--- config.mk ---
export PLATFORM = sky130hd
export DESIGN_NAME = issue_queue
export DESIGN_NICKNAME = d
export VERILOG_FILES = /design/src/rtl/issue_queue.sv
export SDC_FILE = /design/constraint.sdc
export NUM_CORES = 1
export LEC_CHECK = 0
export CAP_MARGIN = 10
export CORE_UTILIZATION = 36
export CTS_CLUSTER_DIAMETER = 60
export CTS_CLUSTER_SIZE = 16
export DETAILED_ROUTE_END_ITERATION = 12
export GPL_TIMING_DRIVEN = 1
export PLACE_DENSITY = 0.48
export SYNTH_ARGS = -nofsm -noshare
export SYNTH_HDL_FRONTEND = slang
export SYNTH_SLANG_ARGS = --single-unit
--- constraint.sdc ---
create_clock -name clk -period 12.6 [get_ports clk]
set_clock_uncertainty 0.2 [all_clocks]
set_input_delay 3.78 -clock clk [delete_from_list [all_inputs] [get_ports clk]]
set_output_delay 3.78 -clock clk [all_outputs]
set_load 0.05 [all_outputs]
--- src/rtl/issue_queue.sv ---
// Compacting issue queue: buffers renamed micro-ops, wakes them on the
// writeback tag and issues the oldest one whose sources are both ready.
module issue_queue #(
    parameter int DEPTH  = 8,
    parameter int PREG_W = 6,
    parameter int ROB_W  = 6,
    parameter int CTRL_W = 16,
    localparam int CNT_W = $clog2(DEPTH + 1),
    localparam int IDX_W = $clog2(DEPTH)
) (
    input  logic              clk,
    input  logic              reset,
    input  logic              flush,
    input  logic              disp_valid,
    output logic              disp_ready,
    input  logic [PREG_W-1:0] disp_rd,
    input  logic [PREG_W-1:0] disp_rs1,
    input  logic              disp_rs1_rdy,
    input  logic [PREG_W-1:0] disp_rs2,
    input  logic              disp_rs2_rdy,
    input  logic [ROB_W-1:0]  disp_rob_idx,
    input  logic [CTRL_W-1:0] disp_ctrl,
    input  logic              wb_valid,
    input  logic [PREG_W-1:0] wb_preg,
    output logic              issue_valid,
    input  logic              issue_ready,
    output logic [PREG_W-1:0] issue_rd,
    output logic [PREG_W-1:0] issue_rs1,
    output logic [PREG_W-1:0] issue_rs2,
    output logic [ROB_W-1:0]  issue_rob_idx,
    output logic [CTRL_W-1:0] issue_ctrl,
    output logic [CNT_W-1:0]  count
);

    typedef struct packed {
        logic [PREG_W-1:0] rd;
        logic [PREG_W-1:0] rs1;
        logic              rs1_rdy;
        logic [PREG_W-1:0] rs2;
        logic              rs2_rdy;
        logic [ROB_W-1:0]  rob_idx;
        logic [CTRL_W-1:0] ctrl;
    } entry_t;

    entry_t           ent_q   [DEPTH];
    entry_t           ent_d   [DEPTH];
    entry_t           ent_ext [DEPTH+1];
    logic [DEPTH-1:0] vld_q;
    logic [DEPTH-1:0] vld_d;
    logic [DEPTH:0]   vld_ext;
    logic [CNT_W-1:0] cnt_q;
    logic [CNT_W-1:0] cnt_d;
    logic [CNT_W-1:0] widx;
    logic [IDX_W-1:0] sel_idx;
    logic             sel_found;
    logic             disp_fire;
    logic             issue_fire;
    entry_t           new_ent;

    assign count      = cnt_q;
    assign disp_ready = (cnt_q < CNT_W'(DEPTH));
    assign disp_fire  = disp_valid && disp_ready;
    assign issue_fire = sel_found && issue_ready;
    assign widx       = cnt_q - CNT_W'(issue_fire);

    // Descending scan so the lowest qualifying index wins.
    always_comb begin
        sel_found = 1'b0;
        sel_idx   = '0;
        for (int i = DEPTH - 1; i >= 0; i--) begin
            if (vld_q[i] && ent_q[i].rs1_rdy && ent_q[i].rs2_rdy) begin
                sel_found = 1'b1;
                sel_idx   = IDX_W'(i);
            end
        end
    end

    always_comb begin
        issue_valid   = sel_found;
        issue_rd      = '0;
        issue_rs1     = '0;
        issue_rs2     = '0;
        issue_rob_idx = '0;
        issue_ctrl    = '0;
        if (sel_found) begin
            issue_rd      = ent_q[sel_idx].rd;
            issue_rs1     = ent_q[sel_idx].rs1;
            issue_rs2     = ent_q[sel_idx].rs2;
            issue_rob_idx = ent_q[sel_idx].rob_idx;
            issue_ctrl    = ent_q[sel_idx].ctrl;
        end
    end

    always_comb begin
        new_ent.rd      = disp_rd;
        new_ent.rs1     = disp_rs1;
        new_ent.rs1_rdy = disp_rs1_rdy || (wb_valid && wb_preg == disp_rs1);
        new_ent.rs2     = disp_rs2;
        new_ent.rs2_rdy = disp_rs2_rdy || (wb_valid && wb_preg == disp_rs2);
        new_ent.rob_idx = disp_rob_idx;
        new_ent.ctrl    = disp_ctrl;
    end

    // One spare empty slot above the top so the shift needs no range guard.
    always_comb begin
        for (int i = 0; i < DEPTH; i++) begin
            ent_ext[i] = ent_q[i];
            vld_ext[i] = vld_q[i];
        end
        ent_ext[DEPTH] = '0;
        vld_ext[DEPTH] = 1'b0;
    end

    // Shift first, then wake at the new position, then drop in the dispatch.
    always_comb begin
        for (int i = 0; i < DEPTH; i++) begin
            if (issue_fire && IDX_W'(i) >= sel_idx) begin
                ent_d[i] = ent_ext[i+1];
                vld_d[i] = vld_ext[i+1];
            end else begin
                ent_d[i] = ent_ext[i];
                vld_d[i] = vld_ext[i];
            end
            if (vld_d[i] && wb_valid) begin
                if (ent_d[i].rs1 == wb_preg) ent_d[i].rs1_rdy = 1'b1;
                if (ent_d[i].rs2 == wb_preg) ent_d[i].rs2_rdy = 1'b1;
            end
            if (disp_fire && widx == CNT_W'(i)) begin
                ent_d[i] = new_ent;
                vld_d[i] = 1'b1;
            end
        end
        cnt_d = cnt_q + CNT_W'(disp_fire) - CNT_W'(issue_fire);
    end

    always_ff @(posedge clk) begin
        if (reset || flush) begin
            for (int i = 0; i < DEPTH; i++) ent_q[i] <= '0;
            vld_q <= '0;
            cnt_q <= '0;
        end else begin
            for (int i = 0; i < DEPTH; i++) ent_q[i] <= ent_d[i];
            vld_q <= vld_d;
            cnt_q <= cnt_d;
        end
    end

endmodule

Yosys cells after proc, flatten, opt, wreduce, memory -nomap -nowiden

Memory sizes are Yosys's and may differ from the RTL's.
Index checks and enable logic that the tools add are counted.

Reductions and logical operators: 48
Equality and inequality tests: 25
Bitwise gates (word level): 8
Add/subtract/negate cells: 3
Multiplexer cells: 96
Order comparisons: 9

Operator list:

| cell                 | count |
|---|---|
| $mux W42             | 24 |
| $eq A6 B6 Y1         | 18 |
| $mux W1              | 59 |
| $logic_and A1 B1 Y1  | 44 |
| $mux W3              | 8 |
| $mux W6              | 4 |
| $eq A4 B3 Y1 const B | 4 |
| $mux W16             | 1 |
| $ge A3 B3 Y1 const A | 4 |
| $eq A4 B2 Y1 const B | 2 |
| $or A1 B1 Y1         | 8 |
| $sub A4 B1 Y4        | 2 |
| $ge A1 B3 Y1 const A | 2 |
| $ge A2 B3 Y1 const A | 2 |
| $add A4 B1 Y4        | 1 |
| $eq A4 B1 Y1 const B | 1 |
| $logic_not A4 Y1     | 1 |
| $lt A4 B4 Y1 const B | 1 |
| $logic_or A1 B1 Y1   | 3 |

Word-level logic and storage cells: 192
Memory bits (writable): 336
Memories: 1
Flip-flop bits (word level): 12
Input port bits: 54

Memory list:

| name  | words | width | read ports | clocked after Yosys merged registers in | write ports | line | RTL |
|---|---|---|---|---|---|---|---|
| ent_q | 8     | 42    | 9          | 0                                       | 8           | 45   | `entry_t ent_q [DEPTH];` |

Longest topological paths before layout

Gate-level depths: netlist of run 1.
An unclocked memory read counts as a cell.

Depth in word-level cells: 19
Depth in mapped cells: 16

Worst setup path before layout of run 1

Ideal clock, no wire load.

Path kind: input-to-reg
Start: input port issue_ready
End: memory ent_q[7][22] (netlist bit)
Setup slack: 5.770 ns
Setup time: 0.074 ns
Data required time: 12.326 ns
Stages: 14
Arrival time: 6.556 ns
Buffers on the path: 4
Path through: buf_2 > o31ai_4 > clkbuf_1 > clkbuf_1 > inv_1 > ha_1 > ha_1 > xnor2_1 > a211oi_1 > and2_1 > clkbuf_1 > or3_1 > or4_1 > o21ai_0

RTL lines:

| what               | line | RTL |
|---|---|---|
| start: declaration | 26   | `input logic issue_ready,` |
| end: declaration   | 45   |  |

Worst setup path after layout of run 1

Start: register vld_q[0]
End: output port issue_rs2[2]

Longest elaborated chain between the ends: 5

RTL lines:

| what                                | line | RTL |
|---|---|---|
| start: declaration                  | 48   | `logic [DEPTH-1:0] vld_q;` |
| start signal: assignment            | 143  | `vld_q <= vld_d;` |
| $logic_and A1 B1 Y1 * (2 in series) | 71   | `if (vld_q[i] && ent_q[i].rs1_rdy && ent_q[i].rs2_rdy) begin` |
| $mux W3                             | 71   |  |
| $mem_v2 Z8 W42                      | --   |  |
| $mux W6 *                           | 85   | `if (sel_found) begin` |
| end: declaration                    | 29   | `output logic [PREG_W-1:0] issue_rs2,` |

Mark *: on every way between the ends. The rest lies on a longest branch, timed or not.

==> metrics.csv, run 1 <==
metric;value;unit
rr_endpoint;ent_q[5][22];
gp_congestion;0.900;
yosys_warnings;0;
required;8.62;ns
grt_use_total;0.290;
antenna_found_initial;0;
slew_headroom;0.167;
clkLatencyLatePin;0.58;ns
viasPerCell;6.19;
seq_area_frac_synth;0.343;
drt-initial-drc-count;2154;
period_needed;9.01;ns
grt_pass1_wl;126000;µm
worstPathBufferInverterCount;2;
ir_worst_vdd;0.0000797;V
ys_ff_latch;348;
cts_tree;yes;
synth.distinct_cells;68;
cp_cell_sequence;and3_4, nor2_1, o21ai_4, buf_4, mux2_2, o211ai_1, o211ai_1, clkdlybuf4s50_1;
final_common_cell;dfxtp_1;
cts_hold_buf;0;
slowest_delay;0.88;ns
coreArea;55400;µm²
synth_edf_count;0;
start_kind;flop;
io_pins;100;
r2r_cells;13;
syn2layout_area_growth;12.8;%
drt-wirelength-per-cell;26.2;µm
hold_path_class;flop to flop;
syn-num-nets;2618;
grt_max_degree;180;
synthFlopType;dfxtp_1;
drc;0;
p_clk_frac;0.482;
path_class;flop to output pin;
path_common_cell;o211ai_1;
hp-start;ent_q[0][38];
cp_slowest_cell;buf_4;
finalSetupViolations;0;
cts.sinks;348;
path_max_fanout;56;
worstSetupEndpointType;output pin;
clock.fmax;0.111;GHz
syn-cell-area;20300;µm²
start_util;0.367;
power.total;2.50;mW
min_period_over_period;0.715;
die-area;57400;µm²
cts_resized;0;
postCtsSetupBuffers;0;
pwr-share-comb;0.070;
maxSlewViolCount;0;
leakage;8.70;nW
mostFrequentLayoutCells;348 x dfxtp_1, 318 x nor2_1, 285 x nand2_1;
rows;86;
critPathTopFamily;buffers and inverters;
whs_endpoint;ent_q[0][38];
grt_overflow;0;
antenna_left;0;
hold_depth;2;
drv_cap;0;
finalHoldViolCount;0;
clk_pin_slew;0.06;ns
worstMarginPinSlew;1.25;ns
r2r-start;ent_q[2][22];
die_h;240;µm
seqPwrFrac;0.448;
nets;2516;
status;completed;
synth_cells;2555;
intPower;1.82;mW
final.setup.tns;0;ns
p_per_area;109;nW/µm²
arrival;5.03;ns
setup_ws;3.59;ns
vias;20000;
dp_hpwl;49300;µm
dr.pass1.iters;5;
rrSetupSlack;7.32;ns
htreeDepth;2;
first_global_vias;19100;
layout-drive-gt1-share;0.0758;
cts-root-buf;clkbuf_16;
swShare;0.270;
p_sw;0.673;mW
async_flop_share;0;
fill_cells;5451;
synth_area_per_cell;7.95;µm²
final_core_util;0.414;
numPortBuffers;99;
die_w;240;µm
cts.path.max_buffers;3;
cts_buffers;40;
drt_wl_total;84500;µm
dp_worst_setup_slack;4.17;ns
rsz0062_at_grt;no;
## worst max-delay path by stage
stage          cells after the start      endpoint  slack (ns)         from
2_1_floorplan                     14  ent_q[7][22]        5.77  issue_ready
3_3_place_gp                       8  issue_rs1[0]        4.31     vld_q[0]
3_5_place_dp                       8  issue_rs1[0]        4.17     vld_q[0]
4_1_cts                            8  issue_rs2[2]        3.58     vld_q[0]
5_1_grt                            8  issue_rs2[3]        3.44     vld_q[0]
6_report                           8  issue_rs2[2]        3.59     vld_q[0]
## synthesized netlist by cell type, types with 9 or more instances
library cell	number	area (µm²)
clkbuf_1	197	739
inv_1	21	78.8
clkbuf_2	28	140
nor4_1	13	81.3
a21oi_1	114	571
a311oi_1	152	1330
and3_1	46	288
nor3_1	10	50.1
buf_1	22	82.6
buf_4	9	67.6
dfxtp_1	348	6970
o21ai_0	79	395
nor2b_1	10	62.6
a211oi_1	138	1040
nand2b_1	17	106
mux2_2	42	473
nand2_1	293	1100
o22ai_1	14	87.6
nand3_1	148	741
xnor2_1	63	552
buf_2	30	150
nand4_1	9	56.3
o211ai_1	83	623
a31oi_1	12	75.1
mux2i_1	216	2160
nor2_1	318	1190
xor2_1	30	263
## metrics by stage
stage	instances	hold slack [ns]	cell area, µm²
finish	3230	0.285	22900
global route	3229	0.304	22900
CTS	3227	0.283	22900
detailed placement	3157	0.272	21600
global placement	3157	0.271	21600
floorplan	2555	0.258	20300
## layer usage
layer / vias to the layer above / share of wire / global-route usage
met1: 9873 / 0.46 / 0.411
li1: 9110 / - / -
met4: 0 / 0.024 / 0.0901
met5: - / 0 / 0
met3: 140 / 0.080 / 0.0486
met2: 873 / 0.43 / 0.444
## worst reg2reg max path, delay by kind of cell, from the launching register on
kind | cells | cell delay [ns]
compound gates | 3 | 0.73
fa+ha+maj | 2 | 0.66
buf+inv | 3 | 1.08
flops | 1 | 0.33
simple gates | 5 | 2.21
## kinds of logic (layout without fill, tap and decap cells)
kind of cell | Yosys count | in the layout | synth area share
buffers and inverters | 310 | 236 | 0.0629
adders and majority gates | 9 | 9 | 0.00591
muxes | 258 | 258 | 0.130
xor gates and xnor gates | 93 | 93 | 0.0401
other | 0 | 1 | 0
and+or+nand+nor | 880 | 880 | 0.187
DFF | 348 | 348 | 0.343
AOI/OAI and AO/OA | 657 | 657 | 0.231
## area by class of cell
cell class | instances | area, µm² | share of cell area
inverter | 23 | 86.3 | 0.00376
antenna | 1 | 2.50 | 0.000109
sequential | 348 | 6970 | 0.304
clock buffer | 50 | 1110 | 0.0484
clock inverter | 20 | 190 | 0.00829
timing repair buffer | 143 | 1360 | 0.0595
multi-input combinational | 1897 | 12300 | 0.535
tap | 748 | 936 | 0.0408
## power groups by stage
stage | Clock [mW] | Sequential, mW | Combinational (mW)
floorplan | 0 | 1.14 | 0.105
global placement | 0 | 1.14 | 0.169
detailed placement | 0 | 1.14 | 0.170
CTS | 1.23 | 1.12 | 0.171
global route | 1.26 | 1.12 | 0.184
finish | 1.20 | 1.12 | 0.175
## flip-flops by register name (all words and copies together) (netlist names)
| name | count |
|---|---|
| vld_q | 8 |
| ent_q | 336 |
| count | 4 |
(Power assumes the default switching activity.)
==> run 2: changes to the inputs <==
- PLACE_DENSITY: 0.48 -> 0.5
- clock period: 12.6 -> 7.6 ns (I/O delays scaled with it)
==> run 2 against run 1 <==
Via count down 0.36%; worst hold slack worse by 0.026 ns; sequential power up 65%; non-clock buffer count unchanged; power up 67%; register-to-register slack worse by 4.5 ns; sequential share of layout area about the same; critical path depth unchanged; utilization about the same; cell count about the same; highest routed layer is now met5.
==> metrics.csv, run 2 (synthesis gave the netlist of run 1 again) <==
metric;value;unit;change
top_register;ent_q;;unchanged
gp_congestion;0.935;;was 0.900
grt.met2_usage;0.443;;was 0.444
drv_cap;0;;unchanged
cts_tree;yes;;unchanged
path_max_fanout;65;;was 56
met3_usage;0.0375;;was 0.0486
grt-busiest-layer;met2;;unchanged
drt-initial-drc-count;2024;;was 2,154
dr.pass1.iters;6;;was 5
cts-root-buf;clkbuf_16;;unchanged
placed_cells;3159;;was 3,157
cts_buffers;40;;unchanged
coreArea;55400;µm²;unchanged
mostFrequentLayoutCells;348 x dfxtp_1, 318 x nor2_1, 285 x nand2_1;;unchanged
status;completed;;unchanged
drt-wirelength-per-cell;25.6;µm;was 26.2 µm
io_pins;100;;unchanged
worstSetupEndpointType;output pin;;unchanged
grt_util_met1;0.400;;was 0.411
leakage;8.71;nW;was 8.70 nW
rsz0062_at_grt;no;;unchanged
hold_path_class;flop to flop;;unchanged
final_common_cell;dfxtp_1;;unchanged
crit_start;vld_q[1];;was vld_q[0]
slew_headroom;0.196;;was 0.167
cp_cell_sequence;and3_4, nor2_1, o21ai_4, buf_12, mux2_2, o211ai_1, o211ai_1, clkdlybuf4s50_1;;was and3_4, nor2_1, o21ai_4, buf_4, mux2_2, o211ai_1, o211ai_1, clkdlybuf4s50_1
die_w;240;µm;unchanged
grt_pass1_wl;124000;µm;was 126,000 µm
die_h;240;µm;unchanged
postCtsSetupBuffers;0;;unchanged
stdcell_area;23000;µm²;was 22,900 µm²
fill_cells;5537;;was 5,451
clk_pin_slew;0.07;ns;was 0.06 ns
drc;0;;unchanged
drt_wl_total;82600;µm;was 84,500 µm
period_needed;6.99;ns;
clock.fmax;0.143;GHz;
maxSlewViolCount;0;;unchanged
arrival;4.51;ns;was 5.03 ns
finalSetupViolations;0;;unchanged
cts_hold_buf;0;;unchanged
path_class;flop to output pin;;unchanged
cts.path.max_buffers;3;;unchanged
numPortBuffers;99;;unchanged
clkLatencyLatePin;0.59;ns;was 0.58 ns
finalHoldViolCount;0;;unchanged
r2r_cells;9;;was 13
cp_slowest_cell;clkdlybuf4s50_1;;was buf_4
worstMarginPinSlew;1.20;ns;was 1.25 ns
r2r-start;vld_q[0];;was ent_q[2][22]
largest_register_ff_count;336;;unchanged
first_global_vias;18900;;was 19,100
final.setup.tns;0;ns;unchanged
vias;19900;;was 20,000
start_kind;flop;;unchanged
slowest_delay;0.78;ns;was 0.88 ns
grt_overflow;0;;unchanged
viasPerCell;6.16;;was 6.19
cts.sinks;348;;unchanged
min_period_over_period;0.920;;
hp-start;ent_q[4][1];;was ent_q[0][38]
critPathCapture;issue_rs2[0];;was issue_rs2[2]
required;5.12;ns;was 8.62 ns
rr_endpoint;ent_q[1][22];;was ent_q[5][22]
p_per_area;181;nW/µm²;was 109 nW/µm²
path_common_cell;o211ai_1;;unchanged
grt_use_total;0.284;;was 0.290
dp_hpwl;49500;µm;was 49,300 µm
fin_cells;3233;;was 3,230
ir_worst_vdd;0.000143;V;was 0.0000797 V
cts_resized;0;;unchanged
rows;86;;unchanged
rrSetupSlack;2.78;ns;was 7.32 ns
htreeDepth;2;;unchanged
die-area;57400;µm²;unchanged
start_util;0.367;;unchanged
placed_cell_area;21600;µm²;about the same
nets;2516;;unchanged
antenna_found_initial;3;;was 0
syn2layout_area_growth;13.0;%;was 12.8%
antenna_left;0;;unchanged
grt_max_degree;152;;was 180
layout-drive-gt1-share;0.0769;;was 0.0758
-- run 2: power breakdown --
part           switching [mW]  total [mW]  internal (mW)  leakage, nW
registers              0.0124        1.85           1.84         2.81
clock network           0.923        2.02           1.09        0.647
logic                   0.200       0.287         0.0866         5.26
total                    1.14        4.16           3.02         8.71
-- run 2: cell type report --
cell class,count,area [µm²],share of cell area
clock buffer,45,1040,0.0453
sequential,348,6970,0.303
tap,748,936,0.0408
timing repair buffer,143,1360,0.0591
antenna,2,5.00,0.000218
clock inverter,27,289,0.0126
inverter,23,86.3,0.00376
multi-input combinational,1897,12300,0.535
-- run 2: how the worst min path moves through the flow --
| stage | to | slack [ns] | cells past startpoint |
|---|---|---|---|
| 3_3_place_gp | ent_q[0][2] | 0.27 | 2 |
| 2_1_floorplan | ent_q[7][0] | 0.26 | 2 |
| 3_5_place_dp | ent_q[0][5] | 0.27 | 2 |
| 4_1_cts | ent_q[3][1] | 0.26 | 2 |
| 5_1_grt | ent_q[3][1] | 0.27 | 2 |
| 6_report | ent_q[3][1] | 0.26 | 2 |
-- run 2: metrics by stage --
| step | setup WS [ns] | power, mW | util | hold slack [ns] |
|---|---|---|---|---|
| after detailed placement | 1.30 | 2.18 | 0.390 | 0.274 |
| after global placement | 1.39 | 2.17 | 0.390 | 0.271 |
| final | 0.606 | 4.16 | 0.414 | 0.259 |
| after global routing | 0.494 | 4.28 | 0.414 | 0.274 |
| after CTS | 0.650 | 4.19 | 0.414 | 0.259 |
| after floorplan | 2.27 | 2.07 | - | 0.258 |
-- run 2: routing by layer --
| layer | vias up | wire length, µm |
|---|---|---|
| li1 | 9111 | - |
| met1 | 9812 | 37700 |
| met2 | 846 | 36600 |
| met3 | 151 | 5750 |
| met4 | 4 | 2620 |
| met5 | - | 23 |
-- run 2: worst max-delay path, delay by kind of cell (launching register included) --
family	cells	cell delay [ns]
multiplexers	1	0.41
AO/OA/AOI/OAI	3	0.80
buffers and inverters	2	1.21
flip-flops	1	0.39
AND/OR/NAND/NOR	2	1.00
==> run 3: changes to the inputs <==
- CORE_UTILIZATION: 36 -> 43
- CTS_BUF_LIST: not set -> sky130_fd_sc_hd__clkbuf_8
- PLACE_DENSITY: 0.5 -> 0.59
==> run 3 against run 2 <==
Sequential share of layout area is 0.90 points higher; register-to-register slack worse by 0.40 ns; clock power is 25% lower; sequential cell count stayed put; cell area is 2.9% lower; count of clock-buffer cells in the layout is 6 lower; cell count is 4.7% lower; routed wire length is 5.1% lower.
==> metrics.csv, run 3 (synthesis gave the netlist of run 1 again) <==
metric;value;unit;change
drv_cap;0;;unchanged
viasPerCell;6.51;;was 6.16
io_pins;100;;unchanged
cts.sinks;348;;unchanged
cts_buffers;37;;was 40
clk_pin_slew;0.10;ns;was 0.07 ns
slew_headroom;0.180;;was 0.196
final_common_cell;dfxtp_1;;unchanged
leakage;8.47;nW;was 8.71 nW
power.total;3.65;mW;was 4.16 mW
die_w;219;µm;was 240 µm
path_class;flop to output pin;;unchanged
clkLatencyLatePin;0.64;ns;was 0.59 ns
hold_path_class;flop to flop;;unchanged
numPortBuffers;99;;unchanged
dp_hpwl;46100;µm;was 49,500 µm
period_needed;6.97;ns;was 6.99 ns
nets;2510;;was 2,516
largest_register_ff_count;336;;unchanged
cts.path.max_buffers;3;;unchanged
pwr-share-comb;0.078;;was 0.069
dr.pass1.iters;5;;was 6
drt-wirelength-per-cell;25.5;µm;was 25.6 µm
first_global_vias;18900;;about the same
maxSlewViolCount;0;;unchanged
status;completed;;unchanged
placed_cell_area;21400;µm²;was 21,600 µm²
ir_worst_vdd;0.000148;V;was 0.000143 V
htreeDepth;2;;unchanged
vias;20100;;was 19,900
cts_hold_buf;0;;unchanged
p_per_area;164;nW/µm²;was 181 nW/µm²
cts_resized;0;;unchanged
swShare;0.284;;was 0.273
drt_wl_total;78400;µm;was 82,600 µm
r2r_cells;13;;was 9
grt_overflow;0;;unchanged
finalSetupViolations;0;;unchanged
r2r-start;ent_q[2][29];;was vld_q[0]
intPower;2.61;mW;was 3.02 mW
antenna_left;0;;unchanged
p_sw;1.04;mW;was 1.14 mW
gp_congestion;0.911;;was 0.935
start_util;0.437;;was 0.367
grt_pass1_wl;119000;µm;was 124,000 µm
antenna_found_initial;4;;was 3
mostFrequentLayoutCells;348 x dfxtp_1, 318 x nor2_1, 285 x nand2_1;;unchanged
layout-drive-gt1-share;0.0740;;was 0.0769
path_max_fanout;25;;was 65
die-area;48100;µm²;was 57,400 µm²
p_clk_frac;0.414;;was 0.485
required;5.12;ns;about the same
worstMarginPinSlew;1.22;ns;was 1.20 ns
worstSetupEndpointType;output pin;;unchanged
grt_use_total;0.322;;was 0.284
start_kind;flop;;unchanged
stdcell_area;22300;µm²;was 23,000 µm²
die_h;219;µm;was 240 µm
rows;79;;was 86
postCtsSetupBuffers;0;;unchanged
critPathCapture;issue_ctrl[10];;was issue_rs2[0]
finalHoldViolCount;0;;unchanged
top_register;ent_q;;unchanged
syn2layout_area_growth;9.70;%;was 13.0%
crit_start;ent_q[2][29];;was vld_q[1]
drc;0;;unchanged
final.setup.tns;0;ns;unchanged
rsz0062_at_grt;no;;unchanged
grt_max_degree;182;;was 152
cts_tree;yes;;unchanged
coreArea;46600;µm²;was 55,400 µm²
rrSetupSlack;2.38;ns;was 2.78 ns
rr_endpoint;ent_q[5][22];;was ent_q[1][22]
drt-initial-drc-count;1921;;was 2,024
clock.fmax;0.143;GHz;about the same
cts-root-buf;clkbuf_8;;was clkbuf_16
arrival;4.49;ns;was 4.51 ns
seqPwrFrac;0.508;;was 0.446
min_period_over_period;0.917;;was 0.920
[run 3: how the worst min path moves through the flow]
stage	start	end	slack, ns	cells after the start
5_1_grt	ent_q[0][41]	ent_q[0][41]	0.30	2
4_1_cts	ent_q[7][12]	ent_q[7][12]	0.29	2
3_3_place_gp	ent_q[7][11]	ent_q[7][11]	0.27	2
2_1_floorplan	ent_q[7][0]	ent_q[7][0]	0.26	2
3_5_place_dp	ent_q[0][0]	ent_q[0][0]	0.27	2
6_report	ent_q[4][11]	ent_q[3][11]	0.29	2
[run 3: per-stage QoR]
stage                     cells  setup slack (ns)  hold slack [ns]  utilization
after detailed placement   3015              1.37            0.272        0.460
after global routing       3081             0.559            0.305        0.479
after global placement     3015              1.38            0.270        0.460
after CTS                  3080             0.681            0.288        0.479
final                      3082             0.629            0.287        0.479
after floorplan            2555              2.27            0.258            -
[run 3: critical path, cell delays in order (launching register included)]
cell             delay [ns]
dfxtp_1                0.36
nand3_1                0.41
nand4_2                0.47
a31oi_4                0.75
buf_4                  0.52
o211ai_1               0.19
o211ai_1               0.20
clkdlybuf4s50_1        0.93
[run 3: final cells by class]
| type | count | area [µm²] |
|---|---|---|
| fill | 4459 | 24300 |
| multi-input combinational | 1897 | 12300 |
| sequential | 348 | 6970 |
| timing repair buffer | 140 | 1320 |
| tap | 607 | 759 |
| clock buffer | 39 | 537 |
| clock inverter | 26 | 340 |
| inverter | 23 | 86.3 |
| antenna | 2 | 5.00 |
[run 3: layer usage]
layer  global-route usage  wire, µm
met5                    0        22
met4                0.108      2250
met3               0.0575      6830
met1                0.449     35000
met2                0.496     34400
[run 3: power groups by stage]
| stage | clock, mW | sequential, mW | combinational, mW |
|---|---|---|---|
| after floorplan | 0 | 1.89 | 0.175 |
| after global placement | 0 | 1.89 | 0.273 |
| after detailed placement | 0 | 1.90 | 0.276 |
| after CTS | 1.54 | 1.85 | 0.277 |
| after global routing | 1.60 | 1.86 | 0.299 |
| final | 1.51 | 1.85 | 0.284 |
